<file path="config.mk">
export PLATFORM = sky130hd
export DESIGN_NAME = acc_mem_order_ctrl_flat
export DESIGN_NICKNAME = d
export VERILOG_FILES = /design/src/rtl/acc_order_pkg.sv /design/src/rtl/acc_mem_order_ctrl_if.sv /design/src/rtl/acc_order_cnt.sv /design/src/rtl/acc_mem_order_ctrl.sv /design/src/flat_wrapper.sv
export SDC_FILE = /design/constraint.sdc
export NUM_CORES = 1
export LEC_CHECK = 0
export CORE_ASPECT_RATIO = 1.2
export CORE_MARGIN = 5
export CORE_UTILIZATION = 42
export DETAILED_ROUTE_END_ITERATION = 12
export GPL_TIMING_DRIVEN = 0
export PLACE_DENSITY = 0.81
export SYNTH_ARGS = -nofsm -noshare
export SYNTH_HDL_FRONTEND = slang
export SYNTH_SLANG_ARGS = --single-unit
</file>
<file path="constraint.sdc">
create_clock -name clk_i -period 3 [get_ports clk_i]
set_input_delay 0.9 -clock clk_i [delete_from_list [all_inputs] [get_ports clk_i]]
set_output_delay 0.9 -clock clk_i [all_outputs]
set_load 0.05 [all_outputs]
</file>
<file path="src/rtl/acc_order_pkg.sv">
// Shared types and defaults for the scalar/vector memory-ordering controller.
package acc_order_pkg;

    localparam int unsigned MaxStoresDef         = 7;
    localparam int unsigned MaxAccOutstandingDef = 4;

    // Ownership of the memory port: scalar pipe, draining scalar stores,
    // vector unit, draining vector ops.
    typedef enum logic [1:0] {
        StScalar   = 2'd0,
        StDrain    = 2'd1,
        StAcc      = 2'd2,
        StAccDrain = 2'd3
    } acc_order_state_e;

    function automatic int unsigned max_u(input int unsigned a, input int unsigned b);
        return (a > b) ? a : b;
    endfunction

endpackage

</file>
<file path="src/rtl/acc_mem_order_ctrl_if.sv">
// Handshake/status bundle between the core and the memory-ordering controller.
// Signal suffixes are from the controller's point of view.
interface acc_mem_order_ctrl_if #(
    parameter int unsigned CntW = $clog2(acc_order_pkg::max_u(
        acc_order_pkg::MaxStoresDef, acc_order_pkg::MaxAccOutstandingDef) + 1)
);
    logic            st_issue_i;
    logic            st_ack_i;
    logic            acc_req_valid_i;
    logic            acc_req_ready_o;
    logic            acc_done_i;
    logic            scalar_mem_stall_o;
    logic [CntW-1:0] st_cnt_o;
    logic [CntW-1:0] acc_cnt_o;
    logic            err_o;
    logic [31:0]     stall_cycles_o;

    modport master (
        output st_issue_i, st_ack_i, acc_req_valid_i, acc_done_i,
        input  acc_req_ready_o, scalar_mem_stall_o, st_cnt_o, acc_cnt_o, err_o,
               stall_cycles_o
    );

    modport slave (
        input  st_issue_i, st_ack_i, acc_req_valid_i, acc_done_i,
        output acc_req_ready_o, scalar_mem_stall_o, st_cnt_o, acc_cnt_o, err_o,
               stall_cycles_o
    );

endinterface

</file>
<file path="src/rtl/acc_order_cnt.sv">
// Saturating up/down in-flight counter. Simultaneous inc/dec leaves the count
// unchanged; a lone inc at Max or lone dec at 0 holds the count and raises
// o_err for that cycle. o_cnt_next exposes the value loaded on the next edge.
module acc_order_cnt #(
    parameter int unsigned Max   = 7,
    parameter int unsigned Width = 3
) (
    input  logic             clk_i,
    input  logic             rst_ni,
    input  logic             i_inc,
    input  logic             i_dec,
    output logic [Width-1:0] o_cnt,
    output logic [Width-1:0] o_cnt_next,
    output logic             o_err
);

    localparam logic [Width-1:0] MaxVal = Width'(Max);

    logic [Width-1:0] r_cnt;
    logic [Width-1:0] w_cnt_next;
    logic             w_err;

    // Next count with bound checks
    always_comb begin
        w_cnt_next = r_cnt;
        w_err      = 1'b0;
        case ({i_inc, i_dec})
            2'b10: begin
                if (r_cnt == MaxVal) w_err = 1'b1;
                else                 w_cnt_next = r_cnt + 1'b1;
            end
            2'b01: begin
                if (r_cnt == '0) w_err = 1'b1;
                else             w_cnt_next = r_cnt - 1'b1;
            end
            default: ;
        endcase
    end

    // Count register
    always_ff @(posedge clk_i or negedge rst_ni) begin
        if (!rst_ni) r_cnt <= '0;
        else         r_cnt <= w_cnt_next;
    end

    assign o_cnt      = r_cnt;
    assign o_cnt_next = w_cnt_next;
    assign o_err      = w_err;

endmodule

</file>
<file path="src/rtl/acc_mem_order_ctrl.sv">
// Memory-ordering controller between the scalar store path and a vector unit.
// Scalar stores must drain before vector memory ops start, and vector ops must
// drain before scalar accesses resume.
// Optional feature: define ACC_ORDER_STALL_CNT_EN to build a saturating
// counter of stalled cycles on stall_cycles_o (tied to 0 otherwise).
module acc_mem_order_ctrl
    import acc_order_pkg::*;
#(
    parameter int unsigned MaxStores         = MaxStoresDef,
    parameter int unsigned MaxAccOutstanding = MaxAccOutstandingDef,
    parameter int unsigned CntW              = $clog2(max_u(MaxStores, MaxAccOutstanding) + 1)
) (
    input logic                 clk_i,
    input logic                 rst_ni,
    acc_mem_order_ctrl_if.slave bus
);

    localparam logic [CntW-1:0] AccMax = CntW'(MaxAccOutstanding);

    acc_order_state_e r_state;
    acc_order_state_e w_state_next;

    logic [CntW-1:0] w_st_cnt;
    logic [CntW-1:0] w_st_cnt_next;
    logic [CntW-1:0] w_acc_cnt;
    logic [CntW-1:0] w_acc_cnt_next;
    logic            w_st_err;
    logic            w_acc_err;
    logic            w_ready;
    logic            w_stall;
    logic            w_accept;
    logic            w_issue_err;
    logic            r_err;

    assign w_accept = bus.acc_req_valid_i & w_ready;

    acc_order_cnt #(
        .Max   (MaxStores),
        .Width (CntW)
    ) u_st_cnt (
        .clk_i      (clk_i),
        .rst_ni     (rst_ni),
        .i_inc      (bus.st_issue_i),
        .i_dec      (bus.st_ack_i),
        .o_cnt      (w_st_cnt),
        .o_cnt_next (w_st_cnt_next),
        .o_err      (w_st_err)
    );

    acc_order_cnt #(
        .Max   (MaxAccOutstanding),
        .Width (CntW)
    ) u_acc_cnt (
        .clk_i      (clk_i),
        .rst_ni     (rst_ni),
        .i_inc      (w_accept),
        .i_dec      (bus.acc_done_i),
        .o_cnt      (w_acc_cnt),
        .o_cnt_next (w_acc_cnt_next),
        .o_err      (w_acc_err)
    );

    // State register
    always_ff @(posedge clk_i or negedge rst_ni) begin
        if (!rst_ni) r_state <= StScalar;
        else         r_state <= w_state_next;
    end

    // Next-state: drain stores on entry, drain vector ops on exit
    always_comb begin
        w_state_next = r_state;
        unique case (r_state)
            StScalar: begin
                if (bus.acc_req_valid_i) w_state_next = StDrain;
            end
            StDrain: begin
                // Committed once entered; a dropped valid does not cancel.
                if (w_st_cnt_next == '0) w_state_next = StAcc;
            end
            StAcc: begin
                if (!bus.acc_req_valid_i) w_state_next = StAccDrain;
            end
            StAccDrain: begin
                if (bus.acc_req_valid_i)      w_state_next = StAcc;
                else if (w_acc_cnt_next == '0) w_state_next = StScalar;
            end
            default: w_state_next = StScalar;
        endcase
    end

    // Moore stall and valid-independent ready
    always_comb begin
        w_stall = (r_state != StScalar);
        w_ready = (r_state == StAcc) && (w_acc_cnt < AccMax);
    end

    // A scalar store slipping past the stall is still counted but is a protocol error.
    assign w_issue_err = bus.st_issue_i & w_stall;

    // Sticky error flag
    always_ff @(posedge clk_i or negedge rst_ni) begin
        if (!rst_ni) r_err <= 1'b0;
        else         r_err <= r_err | w_st_err | w_acc_err | w_issue_err;
    end

`ifdef ACC_ORDER_STALL_CNT_EN
    logic [31:0] r_stall_cycles;

    // Saturating stall-cycle counter
    always_ff @(posedge clk_i or negedge rst_ni) begin
        if (!rst_ni) begin
            r_stall_cycles <= '0;
        end else if (w_stall && (r_stall_cycles != 32'hFFFF_FFFF)) begin
            r_stall_cycles <= r_stall_cycles + 32'd1;
        end
    end

    assign bus.stall_cycles_o = r_stall_cycles;
`else
    assign bus.stall_cycles_o = '0;
`endif

    assign bus.acc_req_ready_o    = w_ready;
    assign bus.scalar_mem_stall_o = w_stall;
    assign bus.st_cnt_o           = w_st_cnt;
    assign bus.acc_cnt_o          = w_acc_cnt;
    assign bus.err_o              = r_err;

endmodule

</file>
<file path="src/flat_wrapper.sv">
// flat-port wrapper written by rule: the top's interface ports become plain ports
module acc_mem_order_ctrl_flat import acc_order_pkg::*;
#(
    parameter int unsigned MaxStores         = MaxStoresDef,
    parameter int unsigned MaxAccOutstanding = MaxAccOutstandingDef,
    parameter int unsigned CntW              = $clog2(max_u(MaxStores, MaxAccOutstanding) + 1)
)
  (clk_i, rst_ni, bus_st_issue_i, bus_st_ack_i, bus_acc_req_valid_i, bus_acc_done_i, bus_acc_req_ready_o, bus_scalar_mem_stall_o, bus_st_cnt_o, bus_acc_cnt_o, bus_err_o, bus_stall_cycles_o);
  acc_mem_order_ctrl_if #(.CntW(CntW)) bus_i ();
  input logic clk_i;
  input logic rst_ni;
  input wire logic [$bits(bus_i.st_issue_i)-1:0] bus_st_issue_i;
  input wire logic [$bits(bus_i.st_ack_i)-1:0] bus_st_ack_i;
  input wire logic [$bits(bus_i.acc_req_valid_i)-1:0] bus_acc_req_valid_i;
  input wire logic [$bits(bus_i.acc_done_i)-1:0] bus_acc_done_i;
  output wire logic [$bits(bus_i.acc_req_ready_o)-1:0] bus_acc_req_ready_o;
  output wire logic [$bits(bus_i.scalar_mem_stall_o)-1:0] bus_scalar_mem_stall_o;
  output wire logic [$bits(bus_i.st_cnt_o)-1:0] bus_st_cnt_o;
  output wire logic [$bits(bus_i.acc_cnt_o)-1:0] bus_acc_cnt_o;
  output wire logic [$bits(bus_i.err_o)-1:0] bus_err_o;
  output wire logic [$bits(bus_i.stall_cycles_o)-1:0] bus_stall_cycles_o;
  assign bus_i.st_issue_i = bus_st_issue_i;
  assign bus_i.st_ack_i = bus_st_ack_i;
  assign bus_i.acc_req_valid_i = bus_acc_req_valid_i;
  assign bus_i.acc_done_i = bus_acc_done_i;
  assign bus_acc_req_ready_o = bus_i.acc_req_ready_o;
  assign bus_scalar_mem_stall_o = bus_i.scalar_mem_stall_o;
  assign bus_st_cnt_o = bus_i.st_cnt_o;
  assign bus_acc_cnt_o = bus_i.acc_cnt_o;
  assign bus_err_o = bus_i.err_o;
  assign bus_stall_cycles_o = bus_i.stall_cycles_o;
  acc_mem_order_ctrl #(.MaxStores(MaxStores), .MaxAccOutstanding(MaxAccOutstanding), .CntW(CntW)) u_core (.clk_i(clk_i), .rst_ni(rst_ni), .bus(bus_i));
endmodule
</file>
==> flow_summary.yaml, run 1 <==
synth:
  synth_warnings: 0
  synth_top_family_by_area: "buffers and inverters"
  synth_area_um2: 1070
  netlist.area_leader.share_pct: 22.5
  seq_area_frac_synth_pct: 21.1
  synth_seq_cells: 9
  ys_top_cells_by_count: "buf_4 (32), inv_1 (13), ha_1 (10), dfrtp_1 (9), nand2_1 (5)"
  yosys.area_share.simple_pct: 19.1
  ys_types: 38
  yosysTopAreaCell: "buf_4"
  synth_top_flop_cell: "dfrtp_1"
  avgSynthCellArea_um2: 8.97
  synthAdderAreaFrac_pct: 11.7
  synth.most_common_cell: "buf_4"
  synth_compound_area_share_pct: 17.4
  netlist_instances: 119
  synthMuxAreaShare_pct: 1.88
  synth-edff-count: 0
  synth_xor_xnor_area_share_pct: 0
  ys_async_sr_fraction_pct: 100
  yosys-top-cells-area: "buf_4 (23%), dfrtp_1 (21%), ha_1 (12%), inv_1 (4.6%), nor4_4 (4.0%)"
critical_path:
  endpoint_kind: "output port"
  r2r_slack_ps: 590
  reg2reg_from: "u_core.u_acc_cnt.o_cnt[2]"
  critPathRequiredTime_ps: 2100
  worstPathArrival_ps: 1870
  critPathKind: "reg -> out"
  startpoint_type: "flop"
  regToRegEndpoint: "u_core.r_state[0]"
  cp_max_fo: 6
  r2r_cells: 10
clock_tree:
  cts_buffer_depth: 2
  clk_pin_slew_ps: 60
  clock-root-buffer: "clkbuf_4"
  clock_latency_ps: 250
  clkSinkCount: 9
  cts_tree: "yes"
  cts_buffers: 3
  cts.htree.levels: 1
detailed_routing:
  drt-pass1-iter-count: 4
  drt-initial-drc-count: 13
  ant_nets: 0
  vias: 876
  viasPerCell: 4.38
  drc_errors: 0
  drt-total-wl_mm: 2.11
  wire_per_inst_um: 10.5
sta:
  fin_crit_sh_pct: 92.4
  rsz0062_at_grt: "no"
  timing.fmax_mhz: 361
  worst_slew_pin_slew_ps: 506
  finalSetupTns_ps: 0
  worst_hold_slack_ps: 497
  hold_viol: 0
  finalSetupViolations: 0
  maxSlewHeadroom_pct: 66.1
  skew_ps: 7.08
  finalWorstSetupSlack_ps: 229
  maxSlewViolCount: 0
  fin_crit_ps: 2770
power:
  p_seq_share_pct: 18.2
  p_leak_nw: 0.724
  intPower_mw: 0.572
  pwr-share-clk_pct: 7.4
  p_per_area_nw_per_um2: 891
  power.switching_mw: 0.664
  peakVddDrop_uv: 507
  swShare_pct: 53.7
  p_comb_share_pct: 74.4
worst_hold_path:
  min_delay_path_depth: 2
  min_to: "u_core.bus.err_o"
  min_from: "u_core.bus.err_o"
  hp-class: "reg -> reg"
die:
  dieWidth_um: 56.0
  rows: 20
  io-pin-count: 47
  core_um2: 2480
  die-area_um2: 3650
  die_h_um: 65.2
  initial_core_util_pct: 43.1
grt:
  grt_start_max_net_pins: 10
  grt_pass1_wl_mm: 3.50
  antenna_found_initial: 0
  grt_pass1_vias: 863
  overflow: 0
  gr-usage-all-layers_pct: 11.5
final_layout:
  area_growth_pct: 30.0
  nFillCells: 230
  drive_gt1_share_pct: 26.9
  antenna_cells: 0
  final_nets: 184
  finalNonFillerCells: 200
run:
  cap_violations: 0
placed_design:
  hpwlAfterDp_mm: 1.82
  io_buffers: 14
  pre_cts_ws_ps: -171
  post-place-cells: 197
  place_congestion: 0.726
outcome:
  status: "finished, final reports clean"
## power groups by stage
stage | Sequential [mW] | Clock, mW | Combinational, mW
floorplan | 0.335 | 0 | 0.609
CTS | 0.225 | 0.0918 | 0.922
detailed placement | 0.228 | 0 | 0.917
global placement | 0.224 | 0 | 0.889
global route | 0.235 | 0.0971 | 0.983
finish | 0.225 | 0.0917 | 0.919
## sequential cells by signal (all words and copies together), names as in the netlist
| register | flops |
|---|---|
| u_core.bus.err_o | 1 |
| u_core.u_st_cnt.o_cnt | 3 |
| u_core.u_acc_cnt.o_cnt | 3 |
| u_core.r_state | 2 |
## repair_timing
item / CTS / global route
hold buffers: 0 / 0
setup endpoints to repair: 0 / 2
buffers inserted: 0 / 0
resized for setup: 0 / 0
## metrics by stage
| stage | cell area [um^2] | total power, mW | utilization (%) |
|---|---|---|---|
| floorplan | 1180 | 0.944 | - |
| global placement | 1370 | 1.11 | 55.1 |
| detailed placement | 1370 | 1.15 | 55.1 |
| CTS | 1390 | 1.24 | 56.2 |
| global route | 1390 | 1.32 | 56.0 |
| finish | 1390 | 1.24 | 56.0 |
## critical path: stages (launching register included)
cell,delay (ps)
dfrtp_1,450
inv_1,170
and3_1,200
clkdlybuf4s50_1,810
## worst max-delay path by stage
stage                     slack, ps                  end                      start
after global routing             70    u_core.r_state[0]        bus_acc_req_valid_i
after global placement          -90    u_core.r_state[0]        bus_acc_req_valid_i
after CTS                        50    u_core.r_state[0]        bus_acc_req_valid_i
after floorplan                 180    u_core.r_state[0]  u_core.u_acc_cnt.o_cnt[2]
after detailed placement       -170    u_core.r_state[0]        bus_acc_req_valid_i
final                           230  bus_acc_req_ready_o  u_core.u_acc_cnt.o_cnt[2]
## cells by family after synthesis
family | after synthesis
AO/OA/AOI/OAI | 23
adder cells (fa/ha/maj) | 10
flip-flops | 9
AND/OR/NAND/NOR | 27
buffers and inverters | 47
multiplexers | 2
other | 1
## placed cells by master, fill, tap and decap left out, types with 2 or more instances in the layout
| master | n |
|---|---|
| a21oi_1 | 3 |
| a22o_1 | 2 |
| a31oi_1 | 2 |
| buf_4 | 32 |
| clkbuf_4 | 3 |
| clkdlybuf4s50_1 | 14 |
| conb_1 | 32 |
| dfrtp_1 | 9 |
| ha_1 | 10 |
| inv_1 | 13 |
| mux2i_1 | 2 |
| nand2_1 | 5 |
| nand2b_1 | 3 |
| nor2_1 | 3 |
| nor2b_1 | 2 |
| nor4_4 | 2 |
| o211ai_1 | 2 |
| o221ai_1 | 2 |
| o22ai_1 | 2 |
| o311ai_1 | 2 |
| or2_2 | 2 |
| or3b_1 | 2 |
## per-layer routing
metal / up-vias / track usage (%) / part of all wire, %
met5: - / 0 / 0
met1: 397 / 12.3 / 40
met4: 0 / 1.78 / 0
met2: 34 / 22.5 / 51
li1: 445 / - / -
met3: 0 / 3.14 / 9.0
## area by class of cell
class / count / area [um^2] / area share (%)
Tap cell: 33 / 41.3 / 2.98
Sequential cell: 9 / 225 / 16.2
Multi-Input combinational cell: 94 / 654 / 47.2
Inverter: 13 / 48.8 / 3.52
Buffer: 33 / 251 / 18.1
Clock buffer: 4 / 26.3 / 1.89
Timing Repair Buffer: 14 / 140 / 10.1
No activity file was read; power rests on OpenSTA's default activity.
==> run 2: changes to the inputs <==
--- a/config.mk
+++ b/config.mk
@@ -6,7 +6,7 @@
 export NUM_CORES = 1
 export LEC_CHECK = 0
 export CORE_ASPECT_RATIO = 1.2
-export CORE_MARGIN = 5
+export CORE_MARGIN = 2
 export CORE_UTILIZATION = 42
 export DETAILED_ROUTE_END_ITERATION = 12
 export GPL_TIMING_DRIVEN = 0
==> flow_summary.yaml, run 2 (same netlist as run 1, synthesis figures left out) <==
clock_tree:
  clock_latency_ps: 260
  cts_setup_buffers: 0
  clkSinkCount: 9
  clock-root-buffer: "clkbuf_4"
  cts_tree: "yes"
  cts_buffer_depth: 2
  cts_buffers: 3
  clk_pin_slew_ps: 70
  cts.htree.levels: 1
sta:
  maxSlewViolCount: 0
  finalSetupViolations: 0
  fin_crit_sh_pct: 93.5
  fin_crit_ps: 2800
  skew_ps: 8.62
  timing.fmax_mhz: 357
  rsz0062_at_grt: "no"
  hold_viol: 0
critical_path:
  crit_start: "u_core.u_acc_cnt.o_cnt[2]"
  path_cells: "inv_1 > and3_1 > clkdlybuf4s50_1"
  slowest_stage: "clkdlybuf4s50_1"
  path_buf_inv: 2
  startpoint_type: "flop"
  endpoint_kind: "output port"
  slowest_delay_ps: 810
  cp_max_fo: 6
  reg2reg_from: "u_core.u_acc_cnt.o_cnt[2]"
  critPathKind: "reg -> out"
  critPathRequiredTime_ps: 2100
  worstPathArrival_ps: 1900
  path_delay_family: "buffers and inverters"
final_layout:
  area_growth_pct: 30.0
  drive_gt1_share_pct: 26.9
  antenna_cells: 0
  post-route-util_pct: 56.0
  final_cell_mix: "buf_4 (32), conb_1 (32), clkdlybuf4s50_1 (14)"
  finalNonFillerCells: 200
  final_nets: 184
detailed_routing:
  vias: 901
  drt-total-wl_mm: 2.00
  drt-pass1-iter-count: 4
  wire_per_inst_um: 10.0
  drt-initial-drc-count: 14
  drc_errors: 0
  ant_nets: 0
  viasPerCell: 4.51
placed_design:
  io_buffers: 14
  place_congestion: 0.790
  hpwlAfterDp_mm: 1.68
  post-place-cells: 197
grt:
  overflow: 0
  gr-usage-all-layers_pct: 14.6
  antenna_found_initial: 0
  grt_pass1_wl_mm: 3.37
  grt_pass1_vias: 828
  grt_start_max_net_pins: 10
die:
  core_um2: 2480
  initial_core_util_pct: 43.1
  rows: 20
  io-pin-count: 47
  die_h_um: 59.2
  die-area_um2: 2960
  dieWidth_um: 50.0
outcome:
  status: "finished, final reports clean"
worst_hold_path:
  min_from: "u_core.bus.err_o"
  hp-class: "reg -> reg"
power:
  p_per_area_nw_per_um2: 892
  p_leak_nw: 0.724
  p_total_mw: 1.24
  peakVddDrop_uv: 498
run:
  cap_violations: 0
## run 2: report_power, final
| group | leakage (nW) | internal [mW] | switching [mW] |
|---|---|---|---|
| logic | 0.599 | 0.352 | 0.566 |
| registers | 0.110 | 0.169 | 0.0565 |
| clock network | 0.0150 | 0.0512 | 0.0430 |
## run 2: path summary, 6_finish.rpt
check / endpoint / depth (start not counted) / slack [ps]
max in group asynchronous: u_core.u_st_cnt.o_cnt[0] / 1 / 1770
min in group asynchronous: u_core.u_acc_cnt.o_cnt[2] / 1 / 940
setup reg to reg: u_core.r_state[0] / 9 / 580
hold / removal: u_core.bus.err_o / 2 / 500
setup / recovery: bus_acc_req_ready_o / 3 / 200
hold reg to reg: u_core.bus.err_o / 2 / 500
## run 2: through the flow
step / worst slack (ps) / hold WS, ps / instance area, um^2 / setup TNS (ps)
after floorplan: 177 / 529 / 1180 / 0
after global placement: -81.3 / 464 / 1370 / -102
after detailed placement: -146 / 488 / 1370 / -228
after CTS: 111 / 503 / 1390 / 0
after global routing: 127 / 547 / 1390 / 0
final: 196 / 496 / 1390 / 0
## run 2: cell type report
class	count	area [um^2]
plain buffers	33	251
clock buffers	4	26.3
fillers	232	1090
inverters	13	48.8
multi-input cells	94	654
flip-flops and latches	9	225
well taps	33	41.3
repair buffers	14	140
## run 2: per-layer routing
layer  up-vias  part of all wire (%)  GRT usage, %
met4         0                   1.1          7.54
met3         4                   9.8          3.54
li1        443                     -             -
met5         -                     0             0
met2        63                    49          25.0
met1       391                    40          16.9
## run 2: worst reg2reg max path: cells and delay by family (launching register included)
kind,cells,cell delay (ps)
flip-flops,1,450
AND/OR/NAND/NOR,4,980
adder cells (fa/ha/maj),1,280
AO/OA/AOI/OAI,3,410
buffers and inverters,1,180
## run 2: repair_timing
action	4_1_cts	5_1_grt
endpoints found under the setup margin	0	1
hold buffers	0	0
resized for setup	0	0
==> RTL change 1 (settings of run 1) <==
The package constant `MaxStoresDef` goes from 7 to 6.
--- a/src/rtl/acc_order_pkg.sv
+++ b/src/rtl/acc_order_pkg.sv
@@ -1,7 +1,7 @@
 // Shared types and defaults for the scalar/vector memory-ordering controller.
 package acc_order_pkg;
 
-    localparam int unsigned MaxStoresDef         = 7;
+    localparam int unsigned MaxStoresDef         = 6;
     localparam int unsigned MaxAccOutstandingDef = 4;
 
     // Ownership of the memory port: scalar pipe, draining scalar stores,
Function: changed (Yosys sat finds a counterexample within 10 cycles, from zero or initial values and one cycle with rst_ni low).
==> RTL change 1 against run 1 <==
Sequential cell count stayed put; worst setup slack worse by 0.18 ns; clock skew is 0.0055 ns higher; power is 10% lower; synthesized area is 0.47% lower; cell area is 3.8% higher; final cell count is 4.5% higher; routed wire length is 11% higher; sequential power is 4% higher; sequential share of layout area is 0.51 points lower; critical endpoint is now u_core.r_state[0]; largest power group unchanged; highest routed layer unchanged.
==> RTL change 1: results (changes against run 1) <==
CP startpoint = bus_acc_done_i (was u_core.u_acc_cnt.o_cnt[2])
post-place setup slack = -0.391 ns (was -0.171 ns)
Max transition margin = 66.5% (was 66.1%)
sequential cell area share = 15.7% (was 16.2%)
PwrDens = 769 mW/mm² (was 891 mW/mm²)
Initial DRT Pass Iterations = 5 (was 4)
Placed Area = 0.00138 mm² (was 0.00137 mm²)
worst r2r path cells = 9 (was 10)
design area = 0.00144 mm² (was 0.00139 mm²)
Worst Clk Skew = 0.0126 ns (was 0.00708 ns)
routed metal-1 wire length = 811 µm (was 840 µm)
DR WL met3 = 169 µm (was 190 µm)
Clock buf/inv share = 1.82% (was 1.89%)
share of cells above drive strength 1 = 25.6% (was 26.9%)
DP HPWL = 1920 µm (was 1820 µm)
signal buffers share of area = 27.6% (was 28.2%)
routed vias = 949 (was 876)
Comb pwr share = 70.4% (was 74.4%)
CP arrival = 3.09 ns (was 1.87 ns)
outcome = finished, final reports clean (unchanged)
largest net degree at the start of global routing = 11 (was 10)
GRT met3 Usage = 4.32% (was 3.14%)
CP delay by family, top = simple AND/OR/NAND/NOR gates (was buffers and inverters)
Non-clock inverters = 12 (was 13)
Compound-Gate Fraction of Synth Area = 15.3% (was 17.4%)
worst vdd ir = 0.485 mV (was 0.507 mV)
crit path time final = 2.95 ns (was 2.77 ns)
M1 GR Usage = 13.2% (was 12.3%)
worst reg-to-reg setup slack = 0.46 ns (was 0.59 ns)
GRT Resource Usage Total = 13.3% (was 11.5%)
Reg2Reg Launch Point = u_core.u_acc_cnt.o_cnt[2] (unchanged)
first-pass GRT wire length = 3990 µm (was 3500 µm)
NumNets Final = 194 (was 184)
Initial DRC Count = 23 (was 13)
Critical Path Slowest Stage Cell = or4_1 (was clkdlybuf4s50_1)
DIE AREA = 0.00364 mm² (was 0.00365 mm²)
nonclk buf count = 48 (was 47)
sequential share of the synthesized area = 21.2% (was 21.1%)
mux cell area share after synthesis = 0.942% (was 1.88%)
fill count = 220 (was 230)
NetSw = 0.000586 W (was 0.000664 W)
Routed WL per cell = 11.2 µm (was 10.5 µm)
Hold WS = 0.496 ns (was 0.497 ns)
Post-synth top cells = buf_4 (32), inv_1 (12), ha_1 (11), dfrtp_1 (9), nand2_1 (7) (was buf_4 (32), inv_1 (13), ha_1 (10), dfrtp_1 (9), nand2_1 (5))
CP max FO = 10 (was 6)
dominant cells by area after synthesis = buf_4 (23%), dfrtp_1 (21%), ha_1 (13%) (was buf_4 (23%), dfrtp_1 (21%), ha_1 (12%))
met2 track utilization from global routing = 27.5% (was 22.5%)
Multi-input gate area = 703 µm² (was 654 µm²)
vias in the first global route = 902 (was 863)
clock group power = 0.0000933 W (was 0.0000917 W)
Mapped Cells = 127 (was 119)
Leak = 0.758 nW (was 0.724 nW)
adder-cell share of the synthesized area = 13.0% (was 11.7%)
==> RTL change 1: cell count changes after synthesis, moves of 2 or more <==
cell             run 1  this run
a22o_1               2         0
a22oi_1              1         3
nand2_1              5         7
nor2b_1              2         4
nor4_4               2         0
o211ai_1             2         0
o311ai_0             0         2
o311ai_1             2         0
or2b_1               0         2
or4_1                0         2
==> RTL change 1: what timing repair did <==
item                                    4_1_cts  5_1_grt
buffers inserted                              1        0
pin swaps                                     2        1
cloned                                        0        0
endpoints found under the setup margin        1        2
resized for setup                             4        4
==> RTL change 1: path summary, 6_finish.rpt <==
kind                                        endpoint
setup / recovery                   u_core.r_state[0]
hold / removal                      u_core.bus.err_o
setup reg to reg                   u_core.r_state[0]
hold reg to reg                     u_core.bus.err_o
max in group asynchronous  u_core.u_acc_cnt.o_cnt[2]
min in group asynchronous  u_core.u_acc_cnt.o_cnt[1]
==> RTL change 2 (flow settings as in run 1) <==
Without the edit above. Re-encode `acc_order_state_e` (4 states) as one-hot, 4 bits wide.
--- a/src/rtl/acc_order_pkg.sv
+++ b/src/rtl/acc_order_pkg.sv
@@ -6,11 +6,11 @@
 
     // Ownership of the memory port: scalar pipe, draining scalar stores,
     // vector unit, draining vector ops.
-    typedef enum logic [1:0] {
-        StScalar   = 2'd0,
-        StDrain    = 2'd1,
-        StAcc      = 2'd2,
-        StAccDrain = 2'd3
+    typedef enum logic [3:0] {
+        StScalar   = 4'b0001,
+        StDrain    = 4'b0010,
+        StAcc      = 4'b0100,
+        StAccDrain = 4'b1000
     } acc_order_state_e;
 
     function automatic int unsigned max_u(input int unsigned a, input int unsigned b);
Behaviour: same outputs for any inputs over 10 cycles, from zero or initial values and one cycle with rst_ni low; not proved beyond that.
==> RTL change 2 against run 1 <==
Synthesized area increased by 7.6%; sequential cell count up 2; power grew 7.0%; worst setup slack lost 0.13 ns; synthesized cell count up 12%; clock skew decreased by 0.0042 ns; first-iteration DRC count up 69%; cell area up 9.7%; routed wire length grew 20%; combinational power is 1% lower.
==> RTL change 2: results (changes against run 1) <==
DP HPWL = 2070 µm (was 1820 µm)
slowest stage delay, CP = 0.50 ns (was 0.81 ns)
GRT Resource Usage Total = 13.0% (was 11.5%)
Routed WL per cell = 11.7 µm (was 10.5 µm)
outcome = finished, final reports clean (unchanged)
Leak = 0.789 nW (was 0.724 nW)
CP startpoint = bus_acc_done_i (was u_core.u_acc_cnt.o_cnt[2])
NetSw = 0.000706 W (was 0.000664 W)
routed vias = 978 (was 876)
worst slew pin tran = 0.517 ns (was 0.506 ns)
Unique masters post-synth = 43 (was 38)
dominant cells by area after synthesis = dfrtp_1 (22%), buf_4 (21%), ha_1 (11%) (was buf_4 (23%), dfrtp_1 (21%), ha_1 (12%))
worst vdd ir = 0.613 mV (was 0.507 mV)
worst reg-to-reg setup slack = 0.32 ns (was 0.59 ns)
Post-synth top cells = buf_4 (32), inv_1 (12), dfrtp_1 (10), ha_1 (10), nand2_1 (8) (was buf_4 (32), inv_1 (13), ha_1 (10), dfrtp_1 (9), nand2_1 (5))
Worst Clk Skew = 0.00290 ns (was 0.00708 ns)
vias in the first global route = 926 (was 863)
first-pass GRT wire length = 4070 µm (was 3500 µm)
CP max FO = 8 (was 6)
NumNets Final = 199 (was 184)
sequential share of the synthesized area = 24.1% (was 21.1%)
routability-driven placement congestion ratio = 0.831 (was 0.726)
Critical Path Slowest Stage Cell = or4_4 (was clkdlybuf4s50_1)
Initial DRC Count = 22 (was 13)
CP arrival = 3.11 ns (was 1.87 ns)
share of cells above drive strength 1 = 26.9% (about the same)
largest net degree at the start of global routing = 12 (was 10)
worst skew pair latency = 0.27 ns (was 0.25 ns)
design area = 0.00152 mm² (was 0.00139 mm²)
## RTL change 2: area by class of cell
type,count,area share [%]
multi-input combinational,107,48.3
sequential,11,18.2
buffer,34,16.8
timing repair buffer,14,9.29
inverter,12,2.96
tap,33,2.71
clock buffer,4,1.73
## RTL change 2: logic make-up (layout without fill, tap and decap cells)
logic type / count (synthesis) / after routing / share of synthesized area [%]
and+or+nand+nor: 36 / 36 / 19.6
muxes: 2 / 2 / 2.29
AOI/OAI and AO/OA: 26 / 26 / 16.5
buffers and inverters: 46 / 64 / 25.6
xor gates and xnor gates: 1 / 1 / 0.763
other: 1 / 32 / 0.326
DFF: 11 / 11 / 24.1
adders and majority gates: 10 / 10 / 10.9
## RTL change 2: worst register-to-register path, delay by kind of cell (launching register included)
family,cells,cell delay [ns]
compound gates,3,0.67
fa+ha+maj,1,0.23
buf+inv,2,0.21
simple gates,4,1.06
flops,1,0.45
## RTL change 2: metal layers
metal | GRT usage [%] | wire (µm) | vias to the layer above
li1 | - | - | 500
met1 | 14.2 | 970 | 444
met2 | 25.6 | 1400 | 30
met3 | 2.68 | 125 | 4
met4 | 2.61 | 19 | 0
met5 | 0 | 0 | -
## RTL change 2: metrics by stage
stage / power, W / hold slack [ns] / instances / setup WS (ns)
global route: 0.00141 / 0.555 / 215 / 0.00856
CTS: 0.00131 / 0.499 / 215 / 0.0447
detailed placement: 0.00119 / 0.480 / 211 / -0.344
finish: 0.00132 / 0.497 / 215 / 0.101
global placement: 0.00116 / 0.488 / 211 / -0.292
floorplan: 0.000977 / 0.547 / 164 / 0.0140
## RTL change 2: timing repair
item	4_1_cts	5_1_grt
gates resized for setup	2	4
setup endpoints to repair	2	3
setup buffers	0	0
## RTL change 2: how the worst min path moves through the flow
stage / startpoint / end / slack (ns) / depth (start not counted)
6_report: u_core.bus.err_o / u_core.bus.err_o / 0.50 / 2
5_1_grt: u_core.bus.err_o / u_core.bus.err_o / 0.56 / 2
4_1_cts: u_core.bus.err_o / u_core.bus.err_o / 0.50 / 2
3_5_place_dp: u_core.bus.err_o / u_core.bus.err_o / 0.48 / 2
3_3_place_gp: u_core.bus.err_o / u_core.bus.err_o / 0.49 / 2
2_1_floorplan: u_core.r_state[1] / u_core.r_state[3] / 0.55 / 1
## RTL change 2: power by group through the flow
| stage | clock [W] | sequential (W) | combinational (W) |
|---|---|---|---|
| 2_1_floorplan | 0 | 0.000425 | 0.000552 |
| 3_3_place_gp | 0 | 0.000303 | 0.000853 |
| 3_5_place_dp | 0 | 0.000308 | 0.000884 |
| 4_1_cts | 0.000108 | 0.000308 | 0.000892 |
| 5_1_grt | 0.000114 | 0.000324 | 0.000967 |
| 6_report | 0.000105 | 0.000311 | 0.000906 |
